`config.mk`:
```
export PLATFORM = sky130hd
export DESIGN_NAME = ahb_slave_port_arbiter
export DESIGN_NICKNAME = d
export VERILOG_FILES = /design/src/rtl/ahb_slave_port_arbiter.sv
export SDC_FILE = /design/constraint.sdc
export NUM_CORES = 1
export LEC_CHECK = 0
export ABC_AREA = 1
export CAP_MARGIN = 25
export CORE_UTILIZATION = 52
export DETAILED_ROUTE_END_ITERATION = 8
export PLACE_DENSITY = 0.86
export REMOVE_ABC_BUFFERS = 1
export SETUP_SLACK_MARGIN = 0.4
export SLEW_MARGIN = 20
export SYNTH_ARGS = -nofsm -noshare
export SYNTH_HDL_FRONTEND = slang
export SYNTH_SLANG_ARGS = --single-unit
```
`constraint.sdc`:
```
create_clock -name hclk -period 2.8 [get_ports hclk]
set_clock_uncertainty 0.05 [all_clocks]
set_input_delay 0.56 -clock hclk [delete_from_list [all_inputs] [get_ports hclk]]
set_output_delay 0.56 -clock hclk [all_outputs]
set_load 0.02 [all_outputs]
```
`src/rtl/ahb_slave_port_arbiter.sv`:
```
// Per-slave round-robin AHB arbiter that holds ownership across bursts, INCR runs and locked sequences.
// Latency: grant is registered one hclk after the request is seen; the data-phase owner follows one accepted address phase later.
// Backpressure: hready=0 freezes grant, owner state, beat counter and data-phase tracking.
module ahb_slave_port_arbiter #(
    parameter int NUM_MASTERS = 4,
    parameter int ID_W        = $clog2(NUM_MASTERS)
) (
    input  logic                     hclk,
    input  logic                     hresetn,
    input  logic [NUM_MASTERS-1:0]   req,
    input  logic [2*NUM_MASTERS-1:0] htrans,
    input  logic [3*NUM_MASTERS-1:0] hburst,
    input  logic [NUM_MASTERS-1:0]   hmastlock,
    input  logic                     hready,
    output logic [NUM_MASTERS-1:0]   grant,
    output logic [ID_W-1:0]          grant_id,
    output logic                     grant_valid,
    output logic [ID_W-1:0]          data_id,
    output logic                     data_valid,
    output logic [ID_W-1:0]          rr_ptr
);

    typedef enum logic [1:0] {ST_IDLE, ST_OWN, ST_BURST, ST_LOCK} state_t;

    localparam logic [1:0] TR_IDLE   = 2'b00;
    localparam logic [1:0] TR_NONSEQ = 2'b10;
    localparam logic [1:0] TR_SEQ    = 2'b11;

    state_t                 state, state_nxt;
    logic [3:0]             beat_cnt, cnt_nxt, burst_len;
    logic [ID_W-1:0]        gid_nxt, rr_nxt, srch_id;
    logic                   gv_nxt, srch_found, rearb, acc;
    logic [NUM_MASTERS-1:0] grant_nxt;
    logic [1:0]             otrans;
    logic [2:0]             oburst;
    logic                   olock, oreq;

    // Current owner's transfer controls.
    always_comb begin
        otrans = '0;
        oburst = '0;
        olock  = 1'b0;
        oreq   = 1'b0;
        for (int m = 0; m < NUM_MASTERS; m++) begin
            if (grant_id == ID_W'(m)) begin
                otrans = htrans[2*m +: 2];
                oburst = hburst[3*m +: 3];
                olock  = hmastlock[m];
                oreq   = req[m];
            end
        end
    end

    // First requester after rr_ptr; the previous owner is checked last.
    always_comb begin
        int idx;
        srch_found = 1'b0;
        srch_id    = rr_ptr;
        for (int i = 1; i <= NUM_MASTERS; i++) begin
            idx = int'(rr_ptr) + i;
            if (idx >= NUM_MASTERS) idx = idx - NUM_MASTERS;
            if (!srch_found && req[ID_W'(idx)]) begin
                srch_found = 1'b1;
                srch_id    = ID_W'(idx);
            end
        end
    end

    always_comb begin
        case (oburst)
            3'b010, 3'b011: burst_len = 4'd3;
            3'b100, 3'b101: burst_len = 4'd7;
            3'b110, 3'b111: burst_len = 4'd15;
            default:        burst_len = 4'd0;
        endcase
    end

    always_ff @(posedge hclk or negedge hresetn) begin
        if (!hresetn) begin
            state       <= ST_IDLE;
            grant       <= '0;
            grant_id    <= '0;
            grant_valid <= 1'b0;
            rr_ptr      <= ID_W'(NUM_MASTERS - 1);
            beat_cnt    <= '0;
            data_valid  <= 1'b0;
            data_id     <= '0;
        end else if (hready) begin
            state       <= state_nxt;
            grant       <= grant_nxt;
            grant_id    <= gid_nxt;
            grant_valid <= gv_nxt;
            rr_ptr      <= rr_nxt;
            beat_cnt    <= cnt_nxt;
            data_valid  <= grant_valid && otrans[1];
            data_id     <= grant_id;
        end
    end

    always_comb begin
        state_nxt = state;
        gid_nxt   = grant_id;
        gv_nxt    = grant_valid;
        rr_nxt    = rr_ptr;
        cnt_nxt   = beat_cnt;
        rearb     = 1'b0;
        acc       = hready && otrans[1];
        case (state)
            ST_IDLE: rearb = 1'b1;
            ST_OWN: begin
                if (olock) begin
                    state_nxt = ST_LOCK;
                end else if (otrans == TR_IDLE || !oreq) begin
                    rearb = 1'b1;
                end else if (acc && otrans == TR_NONSEQ && burst_len != 4'd0) begin
                    state_nxt = ST_BURST;
                    cnt_nxt   = burst_len;
                end
            end
            ST_BURST: begin
                if (otrans == TR_IDLE) begin
                    rearb = 1'b1;
                end else if (acc && otrans == TR_SEQ) begin
                    if (beat_cnt <= 4'd1) rearb = 1'b1;
                    else                  cnt_nxt = beat_cnt - 4'd1;
                end
            end
            ST_LOCK: rearb = !olock && otrans == TR_IDLE;
            default: state_nxt = ST_IDLE;
        endcase
        if (rearb) begin
            cnt_nxt = '0;
            if (srch_found) begin
                gid_nxt   = srch_id;
                gv_nxt    = 1'b1;
                rr_nxt    = srch_id;
                state_nxt = ST_OWN;
            end else begin
                gid_nxt   = '0;
                gv_nxt    = 1'b0;
                state_nxt = ST_IDLE;
            end
        end
    end

    always_comb begin
        grant_nxt = '0;
        for (int m = 0; m < NUM_MASTERS; m++) begin
            grant_nxt[m] = gv_nxt && (gid_nxt == ID_W'(m));
        end
    end

endmodule
```
* After elaboration in Yosys (flattened, before gate mapping)
Index checks and enable logic that the tools add are counted.
** Operators by class
- Add/sub/neg operators :: 9
- Multipliers :: 0
- Divide/modulo/power cells :: 0
- $lt $le $gt $ge :: 9
- Equality and inequality tests :: 24
- Shift-type cells :: 0
- Multiplexer cells :: 65
- Bitwise gates (word level) :: 0
- Reduce and logical (&&, ||, !) cells :: 33
** Operators with widths (count)
- 2-bit 2-to-1 mux :: 19
- 1-bit 2-to-1 mux :: 28
- 4-bit 2-to-1 mux :: 7
- 3-bit inequality test (second input constant) :: 7
- 2-bit equality test (second input constant) :: 8
- 2-bit by 4-bit less-than comparator with 1-bit output (second input constant) :: 4
- 1-bit logical AND :: 13
- 3-bit equality test (second input constant) :: 4
- 3-bit 2-to-1 mux :: 4
- 4-bit case mux with 3 select lines :: 1
- 3-bit greater-or-equal comparator (second input constant) :: 3
- 1-bit binary-select mux with 2-bit select :: 4
- 2-bit logical NOT :: 4
- 4-bit case mux with 2 select lines :: 1
- 8-bit AND reduction :: 1
- 2-bit by 1-bit subtractor with 2-bit output (second input constant) :: 4
- 2-bit by 2-bit adder with 3-bit output (second input constant) :: 2
- 2-bit by 1-bit equality test with 1-bit output (second input constant) :: 3
- 3-bit by 2-bit equality test with 1-bit output (second input constant) :: 2
- 3-bit nonzero test :: 2
- 2-bit OR reduction :: 3
- 1-bit logical NOT :: 5
- 2-bit by 3-bit adder with 4-bit output (second input constant) :: 1
- 4-bit by 3-bit greater-or-equal comparator with 1-bit output (second input constant) :: 1
- 9 further kinds :: 9
** Word-level totals
- Flip-flop bits (word level) :: 18
- Latch bits :: 0
- Bits in writable memories :: 0
- Bits in read-only memories :: 0
- Output and inout bits :: 12
- Memories :: 0

* Longest topological paths before layout
- Depth in word-level cells :: 20
- Mapped depth :: 16

* Worst setup path after synthesis
OpenSTA, ideal clock, no wires.
- Path type :: reg-to-reg
- Start point :: reg rr_ptr[0]
- End point :: reg grant[0]
- Setup time :: 0.117 ns
- Arrival :: 1.803 ns
- Data required time :: 2.633 ns
- Setup slack :: 0.830 ns
- Cell stages (with the launch flop) :: 14
- Buffers on the path :: 1
- Cells stage by stage :: dfstp_2 buf_4 inv_1 nor2_1 nor2_1 o21ai_0 nand3b_1 nand2_1 inv_1 nand2_2 o21ai_2 inv_2 nand3_1 nand2_1
** On the way
- Cells in the longest elaborated chain, start to end :: 20
** RTL lines
- start: declaration :: line 20 : output logic [ID_W-1:0] rr_ptr
- start signal: assignment :: line 84 : rr_ptr <= ID_W'(NUM_MASTERS - 1);
- start signal: assignment :: line 93 : rr_ptr <= rr_nxt;
- 2-bit by 1-bit adder with 3-bit output :: line 60 : idx = int'(rr_ptr) + i;
- 3-bit greater-or-equal comparator or 2-bit by 1-bit subtractor with 2-bit output (tied branches) :: line 61 : if (idx >= NUM_MASTERS) idx = idx - NUM_MASTERS;
- 2-bit 2-to-1 mux :: line 61
- 1-bit binary-select mux with 2-bit select :: line 62 : if (!srch_found && req[ID_W'(idx)]) begin
- 1-bit 2-to-1 mux (implied by the code) (2 in a row) :: line 62
- 1-bit 2-to-1 mux :: line 62
- 1-bit logical NOT :: line 62
- 1-bit logical AND :: line 62
- (+3 left out)
- 1-bit 2-to-1 mux :: line 62
- 1-bit logical NOT :: line 62
- 1-bit logical AND :: line 62
- 2-bit 2-to-1 mux or 1-bit 2-to-1 mux (tied branches) :: line 62
- 2-bit 2-to-1 mux :: line 133 : if (srch_found) begin
- 2-bit 2-to-1 mux :: line 131 : if (rearb) begin
- 2-bit logical NOT :: line 149 : grant_nxt[m] = gv_nxt && (gid_nxt == ID_W'(m));
- 1-bit logical AND * :: line 149
- end signal: assignment :: line 90 : grant <= grant_nxt;
- end: declaration :: line 15 : output logic [NUM_MASTERS-1:0] grant,
Mark *: on every way between the ends. The rest lies on a longest branch, timed or not. The select of a mux whose other input is x is not followed.
A chain may end at the register's enable or synchronous reset.

* Worst setup path after layout
- Start point :: in req[1]
- End point :: reg rr_ptr[1]
** On the way
- Cells in the longest elaborated chain, start to end :: 14
** RTL lines
- start: declaration :: line 10 : input logic [NUM_MASTERS-1:0] req,
- 1-bit binary-select mux with 2-bit select :: line 62
- 1-bit 2-to-1 mux (implied by the code) (2 in a row) :: line 62
- 1-bit 2-to-1 mux :: line 62
- 1-bit logical NOT :: line 62
- 1-bit logical AND :: line 62
- 1-bit 2-to-1 mux :: line 62
- 1-bit logical NOT :: line 62
- 1-bit logical AND :: line 62
- 1-bit 2-to-1 mux :: line 62
- 1-bit logical NOT :: line 62
- 1-bit logical AND :: line 62
- 1-bit 2-to-1 mux :: line 62
- 3-bit AND reduction (no line)
Several ways; a longest one is shown, not always the timed one. The select of a mux whose other input is x is not followed.

==> reports/metrics.cfg <==
[setup_path]
critPathCaptureType = flip-flop
crit_required_ns = 2.97
crit_arrival_ns = 2.42
cp_max_fo = 4
cp-start-kind = input port
cp_slowest_stage_delay_ns = 0.50
critical_path_class = input port to flip-flop
path_cells = clkdlybuf4s50_1, inv_1, o21ai_0, inv_1, o21ai_0, nand3b_1, buf_4, nand3_4, clkinv_1, nand2_1, o21ai_1
cp_slowest_cell = clkdlybuf4s50_1

[logic_synthesis]
ys_ff_latch = 18
avgSynthCellArea_um2 = 6.673
yosys_warnings = 0
syn_inst = 228
synth_cell_types = 38
ys_seq_area_share_pct = 29.77
synth_edf_count = 0
synthesis.area_mm2 = 0.001521
synth_flop_cell = dfrtp_1
ys_async_sr_fraction_pct = 100.0

[placed_design]
io_buffers = 38
placed_cells_incl_taps = 295
routabilityCongestion = 0.8492
dp_hpwl_um = 2728
dp_slack_ns = 0.2219

[finish]
drive_gt1_share_pct = 14.07
final_cell_mix = 71 x nand2_1, 38 x clkdlybuf4s50_1, 23 x inv_1
final_core_util_pct = 71.60
final_cells = 301
nets = 304
n_antenna_cell = 0
final.fill_count = 236
final_common_cell = nand2_1
areaGrowthSynthToFinish_pct = 29.77

[pwr]
ir_worst_vdd_uv = 898.1
p_leak_nw = 0.9839
fin_total_pwr_mw = 2.249
power_per_cell_area_mw_per_mm2 = 1139

[clocking]
ctsHoldBuffers = 0
htreeDepth = 1
cts_tree = yes
cts_buffer_depth = 2
cts.sinks = 18
path_clk_slew_ns = 0.10
insertion_delay_ns = 0.30
cts_buffers = 3
root_buffer = clkbuf_4

[route]
vias = 1568
postRouteWirelength_um = 3646
drt_first_iter_violations = 63
drc_errors = 0
firstDrtPassIters = 4
vias_per_cell = 5.209
ant_nets = 0
wl_per_cell_um = 12.11

[timing]
fin_crit_sh_pct = 80.38
final_max_slew_viol_count = 0
slew_headroom_pct = 47.52
fin_crit_ns = 2.251
tightest_slew_ns = 0.7848
grt_setup_unrepaired = false
fmax_mhz = 444.3
tns_ns = 0
finalSetupViolCount = 0
hold_viol_final = 0
worst_slack_ns = 0.5493

[run_status]
status = completed

[die]
die_x_um = 56.09
die-area_mm2 = 0.003146
die_y_um = 56.09
initial_core_util_pct = 55.17
row_count = 19
ios = 43
core_area_mm2 = 0.002758

[grt]
track_usage_pct = 24.55
antenna_found_initial = 0
first_global_vias = 1463
grt_start_max_net_pins = 19
grt_overflow = 0
grt_pass1_wl_um = 6265

[hold_path]
min-delay-path-class = flip-flop to flip-flop

[run]
drv_cap = 0

[report_power, final]
part / total [mW] / leakage [nW] / internal, mW / switching (mW)
Sequential: 0.506 / 0.227 / 0.377 / 0.129
Clock: 0.160 / 0.0210 / 0.0793 / 0.0809
Combinational: 1.58 / 0.736 / 0.603 / 0.980
Total: 2.25 / 0.984 / 1.06 / 1.19
[sequential cells by signal, summed over array words and instances, names as in the netlist]
signal	cells
grant_id	2
grant	4
data_valid	1
state	2
grant_valid	1
beat_cnt	4
rr_ptr	2
data_id	2
[area by class of cell]
cell class,instances,area (um2),area share (%)
multi-input cells,176,913.4,46.26
flip-flops and latches,18,454.2,23.00
repair buffers,42,410.4,20.79
inverters,30,121.4,6.147
well taps,31,38.79,1.965
clock buffers,4,36.28,1.838
[path summary, 6_finish.rpt]
check,from,to,slack (ns),cells after the start
worst max-delay path,req[1],rr_ptr[1],0.55,11
worst min-delay path,grant[1],grant[1],0.45,2
worst max register to register,rr_ptr[0],rr_ptr[1],0.63,11
worst min register to register,grant[1],grant[1],0.45,2
max in group asynchronous,hresetn,grant_id[0],1.50,1
min in group asynchronous,hresetn,beat_cnt[1],0.66,1
[logic make-up after synthesis]
logic type                 after synthesis  share of synthesized area, %
and+or+nand+nor                        136                         44.00
AOI/OAI and AO/OA                       37                         13.82
buffers and inverters                   34                         10.20
DFF                                     18                         29.77
adders and majority gates                2                         1.644
xor gates and xnor gates                 1                        0.5758
[worst max-delay path: cells and delay by family]
kind / cells / cell delay (ns)
AOI/OAI and AO/OA: 3 / 0.56
buffers and inverters: 5 / 0.89
and+or+nand+nor: 3 / 0.40
[what timing repair did]
action / CTS / global route
setup endpoints to repair: 0 / 9
setup buffers: 0 / 2
gates resized for setup: 0 / 1
[metrics by stage]
step	instance area [um2]	hold slack [ns]
CTS	1958	0.4487
finish	1974	0.4461
global route	1974	0.4670
detailed placement	1922	0.4140
global placement	1922	0.4154
floorplan	1488	0.2144
[routing by layer]
| layer | share of wire, % | vias up | GRT usage (%) |
|---|---|---|---|
| met3 | 6.3 | 5 | 3.256 |
| met1 | 47 | 684 | 34.82 |
| met5 | 0 | - | 0 |
| met2 | 45 | 54 | 38.27 |
| li1 | - | 825 | - |
| met4 | 1.1 | 0 | 9.059 |
[cells in the mapped netlist, types with 3 or more instances]
library cell | number | share of area, %
a21oi_1 | 8 | 2.6
nand4_1 | 5 | 2.1
inv_2 | 3 | 0.74
dfrtp_1 | 16 | 26
nand2_1 | 71 | 18
nand3_1 | 20 | 6.6
o21ai_0 | 19 | 6.2
nand2_2 | 6 | 2.5
inv_1 | 23 | 5.7
nand3_2 | 4 | 2.6
nor2_1 | 19 | 4.7
(Power assumes the default switching activity.)
